--- src/rtl/pipe_stall_ctrl.sv ---
// Central stall/flush controller for a 5-stage in-order pipeline.
// Produces a thermometer stall vector (deepest hazard wins), branch flush
// strobes, and a free-running count of stalled cycles.
module pipe_stall_ctrl #(
    parameter int MEM_WAIT  = 2,
    parameter int EX_CYCLES = 3,
    parameter int CNT_W     = 4
) (
    input  logic        clk,
    input  logic        rst,
    input  logic [4:0]  id_rs1,
    input  logic [4:0]  id_rs2,
    input  logic        id_use_rs1,
    input  logic        id_use_rs2,
    input  logic [4:0]  ex_rd,
    input  logic        ex_mem_read,
    input  logic        ex_multi,
    input  logic        ex_branch_taken,
    input  logic        mem_req,
    output logic [5:0]  stall,
    output logic        flush_id,
    output logic        flush_ex,
    output logic [31:0] stall_cycles
);

    typedef enum logic [0:0] {
        M_IDLE = 1'b0,
        M_WAIT = 1'b1
    } mem_state_t;

    typedef enum logic [0:0] {
        E_IDLE = 1'b0,
        E_BUSY = 1'b1
    } ex_state_t;

    // A zero wait parameter disables the corresponding FSM entirely.
    localparam bit               MEM_EN   = (MEM_WAIT > 0);
    localparam bit               EX_EN    = (EX_CYCLES > 0);
    // Counter reload is N-1: the entry cycle already counts as one stall.
    localparam logic [CNT_W-1:0] MEM_LOAD = CNT_W'((MEM_WAIT > 0) ? (MEM_WAIT - 1) : 0);
    localparam logic [CNT_W-1:0] EX_LOAD  = CNT_W'((EX_CYCLES > 0) ? (EX_CYCLES - 1) : 0);
    localparam logic [CNT_W-1:0] CNT_ZERO = {CNT_W{1'b0}};
    localparam logic [CNT_W-1:0] CNT_ONE  = {{(CNT_W-1){1'b0}}, 1'b1};

    mem_state_t       m_state_r, m_state_n;
    ex_state_t        e_state_r, e_state_n;
    logic [CNT_W-1:0] mcnt_r, mcnt_n;
    logic [CNT_W-1:0] ecnt_r, ecnt_n;
    logic [31:0]      stall_cycles_r;

    logic             mem_stall_s;
    logic             ex_busy_s;
    logic             ex_held_s;
    logic             load_use_s;
    logic             flush_s;
    logic [5:0]       stall_s;
    ex_state_t        e_state_adv_s;
    logic [CNT_W-1:0] ecnt_adv_s;

    // MEM wait-state FSM: next state, counter and mem stall request.
    always_comb begin
        m_state_n   = m_state_r;
        mcnt_n      = mcnt_r;
        mem_stall_s = 1'b0;
        case (m_state_r)
            M_IDLE: begin
                if (mem_req && MEM_EN) begin
                    mem_stall_s = 1'b1;
                    m_state_n   = M_WAIT;
                    mcnt_n      = MEM_LOAD;
                end else begin
                    m_state_n   = M_IDLE;
                end
            end
            M_WAIT: begin
                if (mcnt_r != CNT_ZERO) begin
                    mem_stall_s = 1'b1;
                    mcnt_n      = mcnt_r - CNT_ONE;
                end else begin
                    // Final cycle: the access completes and leaves MEM.
                    m_state_n   = M_IDLE;
                end
            end
            default: begin
                m_state_n = M_IDLE;
                mcnt_n    = CNT_ZERO;
            end
        endcase
    end

    // EX multi-cycle FSM: busy request and advance, frozen while MEM stalls.
    always_comb begin
        e_state_adv_s = e_state_r;
        ecnt_adv_s    = ecnt_r;
        ex_busy_s     = 1'b0;
        case (e_state_r)
            E_IDLE: begin
                if (ex_multi && EX_EN) begin
                    ex_busy_s     = 1'b1;
                    e_state_adv_s = E_BUSY;
                    ecnt_adv_s    = EX_LOAD;
                end else begin
                    e_state_adv_s = E_IDLE;
                end
            end
            E_BUSY: begin
                if (ecnt_r != CNT_ZERO) begin
                    ex_busy_s  = 1'b1;
                    ecnt_adv_s = ecnt_r - CNT_ONE;
                end else begin
                    e_state_adv_s = E_IDLE;
                end
            end
            default: begin
                e_state_adv_s = E_IDLE;
                ecnt_adv_s    = CNT_ZERO;
            end
        endcase
        if (mem_stall_s) begin
            e_state_n = e_state_r;
            ecnt_n    = ecnt_r;
        end else begin
            e_state_n = e_state_adv_s;
            ecnt_n    = ecnt_adv_s;
        end
    end

    // Hazard detection, flush generation and priority stall encoding.
    always_comb begin
        ex_held_s  = mem_stall_s || ex_busy_s;
        flush_s    = ex_branch_taken && !ex_held_s;
        load_use_s = ex_mem_read && (ex_rd != 5'd0) &&
                     ((id_use_rs1 && (id_rs1 == ex_rd)) ||
                      (id_use_rs2 && (id_rs2 == ex_rd)));
        if (mem_stall_s) begin
            stall_s = 6'b011111;
        end else if (ex_busy_s) begin
            stall_s = 6'b001111;
        end else if (load_use_s && !flush_s) begin
            // A flushed ID instruction is wrong-path, so its hazard is moot.
            stall_s = 6'b000111;
        end else begin
            stall_s = 6'b000000;
        end
    end

    // Output gating: everything reads as quiet while reset is held.
    always_comb begin
        if (rst) begin
            stall    = 6'b000000;
            flush_id = 1'b0;
            flush_ex = 1'b0;
        end else begin
            stall    = stall_s;
            flush_id = flush_s;
            flush_ex = flush_s;
        end
    end

    // FSM state and wait counters.
    always_ff @(posedge clk or posedge rst) begin
        if (rst) begin
            m_state_r <= M_IDLE;
            e_state_r <= E_IDLE;
            mcnt_r    <= CNT_ZERO;
            ecnt_r    <= CNT_ZERO;
        end else begin
            m_state_r <= m_state_n;
            e_state_r <= e_state_n;
            mcnt_r    <= mcnt_n;
            ecnt_r    <= ecnt_n;
        end
    end

    // Stall-cycle performance counter, wraps naturally at 32 bits.
    always_ff @(posedge clk or posedge rst) begin
        if (rst) begin
            stall_cycles_r <= 32'd0;
        end else if (stall_s != 6'b000000) begin
            stall_cycles_r <= stall_cycles_r + 32'd1;
        end else begin
            stall_cycles_r <= stall_cycles_r;
        end
    end

    assign stall_cycles = stall_cycles_r;

endmodule

--- config.mk ---
export PLATFORM = sky130hd
export DESIGN_NAME = pipe_stall_ctrl
export DESIGN_NICKNAME = d
export VERILOG_FILES = /design/src/rtl/pipe_stall_ctrl.sv
export SDC_FILE = /design/constraint.sdc
export NUM_CORES = 1
export LEC_CHECK = 0
export CAP_MARGIN = 30
export CORE_MARGIN = 1
export CORE_UTILIZATION = 35
export DETAILED_ROUTE_END_ITERATION = 8
export PLACE_DENSITY_LB_ADDON = 0.1
export SLEW_MARGIN = 40
export SYNTH_ARGS = -nofsm -noshare
export SYNTH_HDL_FRONTEND = slang
export SYNTH_SLANG_ARGS = --single-unit
--- constraint.sdc ---
create_clock -name clk -period 2.95 [get_ports clk]
set_clock_uncertainty 0.2 [all_clocks]
set_input_delay 0.59 -clock clk [delete_from_list [all_inputs] [get_ports clk]]
set_output_delay 0.59 -clock clk [all_outputs]
set_load 0.005 [all_outputs]
; ---- Word level (Yosys, flattened, before mapping)
; Cells that the tools add are included.
[word_totals]
register_bits = 42
out_inout_bits = 40
wordCells = 50
[classes]
add_sub_neg = 3
n_eq_ne = 6
muxes = 17
bitwise = 3
n_reduce_logical = 16
[ops]
columns = cell, n
row1 = "32-bit by 1-bit adder with 32-bit output, second input constant", 1
row2 = 4-bit 2-to-1 mux, 5
row3 = 4-bit one-hot mux with 2 select lines, 2
row4 = 5-bit == test, 2
row5 = 4-bit nonzero test, 2
row6 = "4-bit by 1-bit subtractor with 4-bit output, second input constant", 2
row7 = 1-bit logical AND, 6
row8 = 6-bit 2-to-1 mux, 1
row9 = 6-bit nonzero test, 1
row10 = 1-bit 2-to-1 mux, 5
row11 = 5-bit 2-to-1 mux, 1
row12 = 5-bit nonzero test, 1
row13 = "2-bit by 1-bit inequality test with 1-bit output, second input constant", 2
row14 = "2-bit inequality test, second input constant", 2
row15 = 1-bit one-hot mux with 2 select lines, 2
row16 = 3-bit 2-to-1 mux, 1
row17 = 1-bit inverter, 3
row18 = 3-bit AND reduction, 1
row19 = 1-bit logical NOT, 2
row20 = 1-bit logical OR, 2
row21 = 2-bit AND reduction, 1

; ---- Depth between registers and ports, before layout
[logic_depth]
ltp_word = 12
mapped_depth = 9
ltp_nobuf = 8

; ---- Least setup slack after synthesis
; No wires, ideal clock.
[synth_timing]
path_type = input port to output port
startpoint = input port ex_rd[1]
endpoint = output port stall[1]
arrival_time_ns = 1.916
path_slack_ns = 0.244
cell_stages = 7
path_buffers = 2
cell_sequence = or4_1 nor2_1 nor3b_1 a21oi_2 buf_2 nor2_1 buf_4
[synth_between]
elab_chain_cells = 9
word_cells_on_any_way = 13
cone_classes = eq/ne: 2 / mux: 4 / reduce/logical: 7
[synth_lines]
columns = element, line_no
row1 = start: declaration, 15  ; input logic [4:0] ex_rd,
row2 = 5-bit == test (on tied branches), "133, 134"
row3 = 1-bit logical AND (on tied branches), "133, 134"
row4 = 1-bit logical OR, 133  ; ((id_use_rs1 && (id_rs1 == ex_rd)) ||
row5 = 1-bit logical AND (*), 132  ; load_use_s = ex_mem_read && (ex_rd != 5'd0) &&
row6 = 1-bit logical AND (*), 139  ; end else if (load_use_s && !flush_s) begin
row7 = 3-bit 2-to-1 mux (*), 139
row8 = 4-bit 2-to-1 mux (*), 137  ; end else if (ex_busy_s) begin
row9 = 5-bit 2-to-1 mux (*), 135  ; if (mem_stall_s) begin
row10 = 6-bit 2-to-1 mux (*), 149  ; if (rst) begin
row11 = end: declaration, 20  ; output logic [5:0] stall,
; Every way passes the cells marked *; elsewhere a longest branch is shown, timed or not.

; ---- Final worst setup path
[layout_timing]
startpoint = input port ex_rd[2]
endpoint = output port stall[2]
; Same word-level chain as after synthesis.

==> results.txt <==
----------------------------------------------------
[Timing]
  Final Max Slew Viols ... 0
  Actual slew at the worst max-slew pin ... 0.8408 ns
  Min Tclk post-route ... 2.861 ns
  Final count of negative-setup-slack endpoints ... 0
  Post-route clock period utilization ... 96.97%
  Hold violation count in the final report ... 0
  FMAX ... 349.6 MHz
  RSZ-0062 raised after global routing ... false
  Setup tns final ... 0 ns
  Worst slew margin ... 43.52%
  Setup slack of the critical path after layout ... 0.08928 ns
  Final Hold Slack ... 0.2772 ns

[Critical path]
  Number of cells on the worst reg-to-reg path ... 14
  Reg-to-reg startpoint ... ecnt_r[0]
  Max stage delay cell, worst path ... sky130_fd_sc_hd__or4_4
  CP peak stage delay ... 0.54 ns
  Path type of the worst setup path ... input pin to output port
  Reg2Reg Setup Slack ... 0.28 ns
  End of the worst register-to-register path ... stall_cycles[20]
  Cell breakdown of the critical path ... dlygate4sd2_1 > or4_4 > nor2_4 > nor3b_2 > a21oi_2 > nor2_2 > dlygate4sd2_1
  CP required ... 2.16 ns
  Endpoint type of the worst setup path ... output port
  Category of cells accounting for the largest share of critical-path delay ... simple AND/OR/NAND/NOR gates
  Worst Setup Start Kind ... input pin
  Buf+Inv Stages, Crit Path ... 2
  Crit path DAT ... 2.07 ns
  Critical path fanouts, max ... 3
  Most used cell, CP ... sky130_fd_sc_hd__dlygate4sd2_1

[GRT]
  Antenna violations before repair ... 0
  Wire length of the first global-routing pass ... 7955 microns
  Remaining global-route overflow ... 0
  GRT Total Usage ... 15.99%
  Via count of the first global-routing pass ... 1740
  Pin count of the biggest net entering global routing ... 43

[CTS]
  TritonCTS clock tree ... done
  Clock buffers created by TritonCTS ... 5
  Clock-pin slew on the worst setup and hold paths ... 0.08 ns
  Buffers from clock root to sink, at most ... 2
  Master cell of the clock root buffer ... sky130_fd_sc_hd__clkbuf_8
  H-tree depth reported by CTS ... 2
  Sinks on the clock net ... 42
  Clock Latency Late Sink ... 0.29 ns

[Detailed routing]
  Number of DRC markers after the initial detailed-route iteration ... 83
  Routed WL ... 4931 microns
  DR vias ... 1770
  Antenna Nets Post-Route ... 0
  Drc violations ... 0
  1st-pass router iterations ... 4
  Vias/cell ... 4.836
  Routed wirelength normalized by instance count ... 13.47 microns

[Yosys]
  Count of cell types in the netlist ... 39
  Number of flops mapped to enable cells by yosys ... 0
  Count of state elements after synthesis ... 42
  Synthesized net count ... 245
  Post-Syn Area per Cell ... 10.03 sq um
  Sequential fraction of the synthesis area ... 47.84%
  Most common flop cell mapped by yosys ... sky130_fd_sc_hd__dfrtp_1
  Mapped cell area ... 2197 sq um
  Ys async rst share ... 100.0%
  Number of synthesis warnings ... 0
  Post-synthesis instance total ... 219

[Status]
  Status ... finished clean

[Place]
  Placer congestion estimate ... 0.7598
  Total half-perimeter wirelength after legalization and detailed placement ... 3421 microns
  Setup Slack @ Placement ... -0.2883 ns
  Number of I/O port buffers ... 61
  Number of placed cells counting well taps ... 354
  Placed cell areas ... 2899 sq um

[Power and ir drop]
  Total design power ... 2.100 mW
  Total power divided by cell area ... 682.6 nW/um^2
  Worst voltage drop across the vdd grid ... 468.5 uV
  Leak pwr ... 1.378 nW

[Final layout]
  Post-Layout Cell Count ... 366
  Post-layout instance area ... 3077 sq um
  Ratio of cells with drive above 1 in the final layout ... 11.68%
  Leading cell type in the layout, fill and taps excluded ... sky130_fd_sc_hd__clkdlybuf4s50_1
  Net total in the final layout ... 316
  Most used cells in the layout excluding fill and tap cells ... sky130_fd_sc_hd__clkdlybuf4s50_1 (51), sky130_fd_sc_hd__dfrtp_1 (42), sky130_fd_sc_hd__xor2_1 (23)
  Core occupancy in the finished layout ... 51.36%
  Area Growth Syn to Fin ... 40.03%
  Final antenna diode count ... 0

[Floorplanning]
  Row Count ... 28
  Initial core utilization ... 36.68%
  Core region area ... 5991 sq um
  Die Footprint ... 6598 sq um
  Vert. Die Dim ... 81.23 microns
  Horizontal extent of the die ... 81.23 microns
  Top-level port count ... 63

[Min path]
  Hold worst-path end ... stall_cycles[31]
  Startpoint of the lowest-slack hold path ... stall_cycles[31]
  Type of the worst min-delay path ... flip-flop to flip-flop
  Number of cells on the worst hold path ... 1

[Flow run]
  # Max-Cap Violations ... 0

----------------------------------------------------
[registers in the layout, summed over array words and instances, names as in the netlist]
name,flops
mcnt_r,4
stall_cycles,32
m_state_r,1
ecnt_r,4
e_state_r,1
[per-layer routing]
layer | wire length (microns) | GRT usage, % | up-vias
li1 | - | - | 880
met1 | 2377 | 20.17 | 850
met2 | 2311 | 26.13 | 29
met3 | 146 | 3.708 | 11
met4 | 95 | 6.786 | 0
met5 | 0 | 0 | -
[final cells by class]
class	count	area, sq um
clock buffer	7	86.33
sequential	42	1051
tap	75	93.84
fill	578	2914
timing repair buffer	72	706.9
inverter	12	45.04
clock inverter	1	5.005
multi-input combinational	157	1089
[synthesized netlist by cell type (3+ instances only)]
| cell type | n | area [sq um] |
|---|---|---|
| sky130_fd_sc_hd__o21ai_0 | 6 | 30.03 |
| sky130_fd_sc_hd__nand2_1 | 15 | 56.30 |
| sky130_fd_sc_hd__nor4_1 | 3 | 18.77 |
| sky130_fd_sc_hd__nor2_1 | 20 | 75.07 |
| sky130_fd_sc_hd__xnor2_1 | 18 | 157.7 |
| sky130_fd_sc_hd__a21oi_1 | 3 | 15.01 |
| sky130_fd_sc_hd__dfrtp_1 | 42 | 1051 |
| sky130_fd_sc_hd__nand4_1 | 5 | 31.28 |
| sky130_fd_sc_hd__o22ai_1 | 4 | 25.02 |
| sky130_fd_sc_hd__xor2_1 | 23 | 201.4 |
| sky130_fd_sc_hd__nor4b_1 | 3 | 26.28 |
| sky130_fd_sc_hd__buf_4 | 4 | 30.03 |
| sky130_fd_sc_hd__inv_1 | 12 | 45.04 |
| sky130_fd_sc_hd__nand2b_1 | 4 | 25.02 |
| sky130_fd_sc_hd__nand3b_1 | 4 | 30.03 |
| sky130_fd_sc_hd__ha_1 | 3 | 37.54 |
| sky130_fd_sc_hd__or3_1 | 4 | 25.02 |
| sky130_fd_sc_hd__nand3_1 | 9 | 45.04 |
| sky130_fd_sc_hd__nor3_1 | 11 | 55.05 |
| sky130_fd_sc_hd__nor3b_1 | 3 | 22.52 |
[kinds of logic (layout without fill, tap and decap cells)]
group | Yosys count | count (layout) | share of synthesized area, %
fa+ha+maj | 3 | 3 | 1.709
simple gates | 92 | 92 | 23.40
other cells | 1 | 1 | 0.1707
compound gates | 18 | 18 | 5.012
buf+inv | 20 | 92 | 4.556
xor+xnor | 41 | 41 | 16.34
mux | 2 | 2 | 0.9681
flops | 42 | 42 | 47.84
[how the worst max path moves through the flow]
stage	start	to	slack, ns	cells after the start
2_1_floorplan	ex_rd[1]	stall[1]	0.24	7
3_3_place_gp	ex_rd[2]	stall[2]	-0.26	7
3_5_place_dp	ex_rd[2]	stall[0]	-0.29	7
4_1_cts	ex_rd[1]	stall[0]	-0.05	7
5_1_grt	id_rs2[2]	stall_cycles[20]	0.001	12
6_report	ex_rd[2]	stall[2]	0.09	7
[report_power, final]
part           switching, mW  internal (mW)  total, mW  leakage [nW]
registers              0.162          0.732      0.894         0.509
clock network          0.196          0.189      0.385        0.0482
logic                  0.358          0.463      0.821         0.821
total                  0.716           1.38       2.10          1.38
[repair_timing]
item,CTS,global route
setup buffers,4,0
hold endpoints to repair,0,0
setup endpoints to repair,5,24
hold buffers,0,0
resized for setup,10,10
pin swaps,2,4
Note: power is estimated with default switching activity, not from simulation.
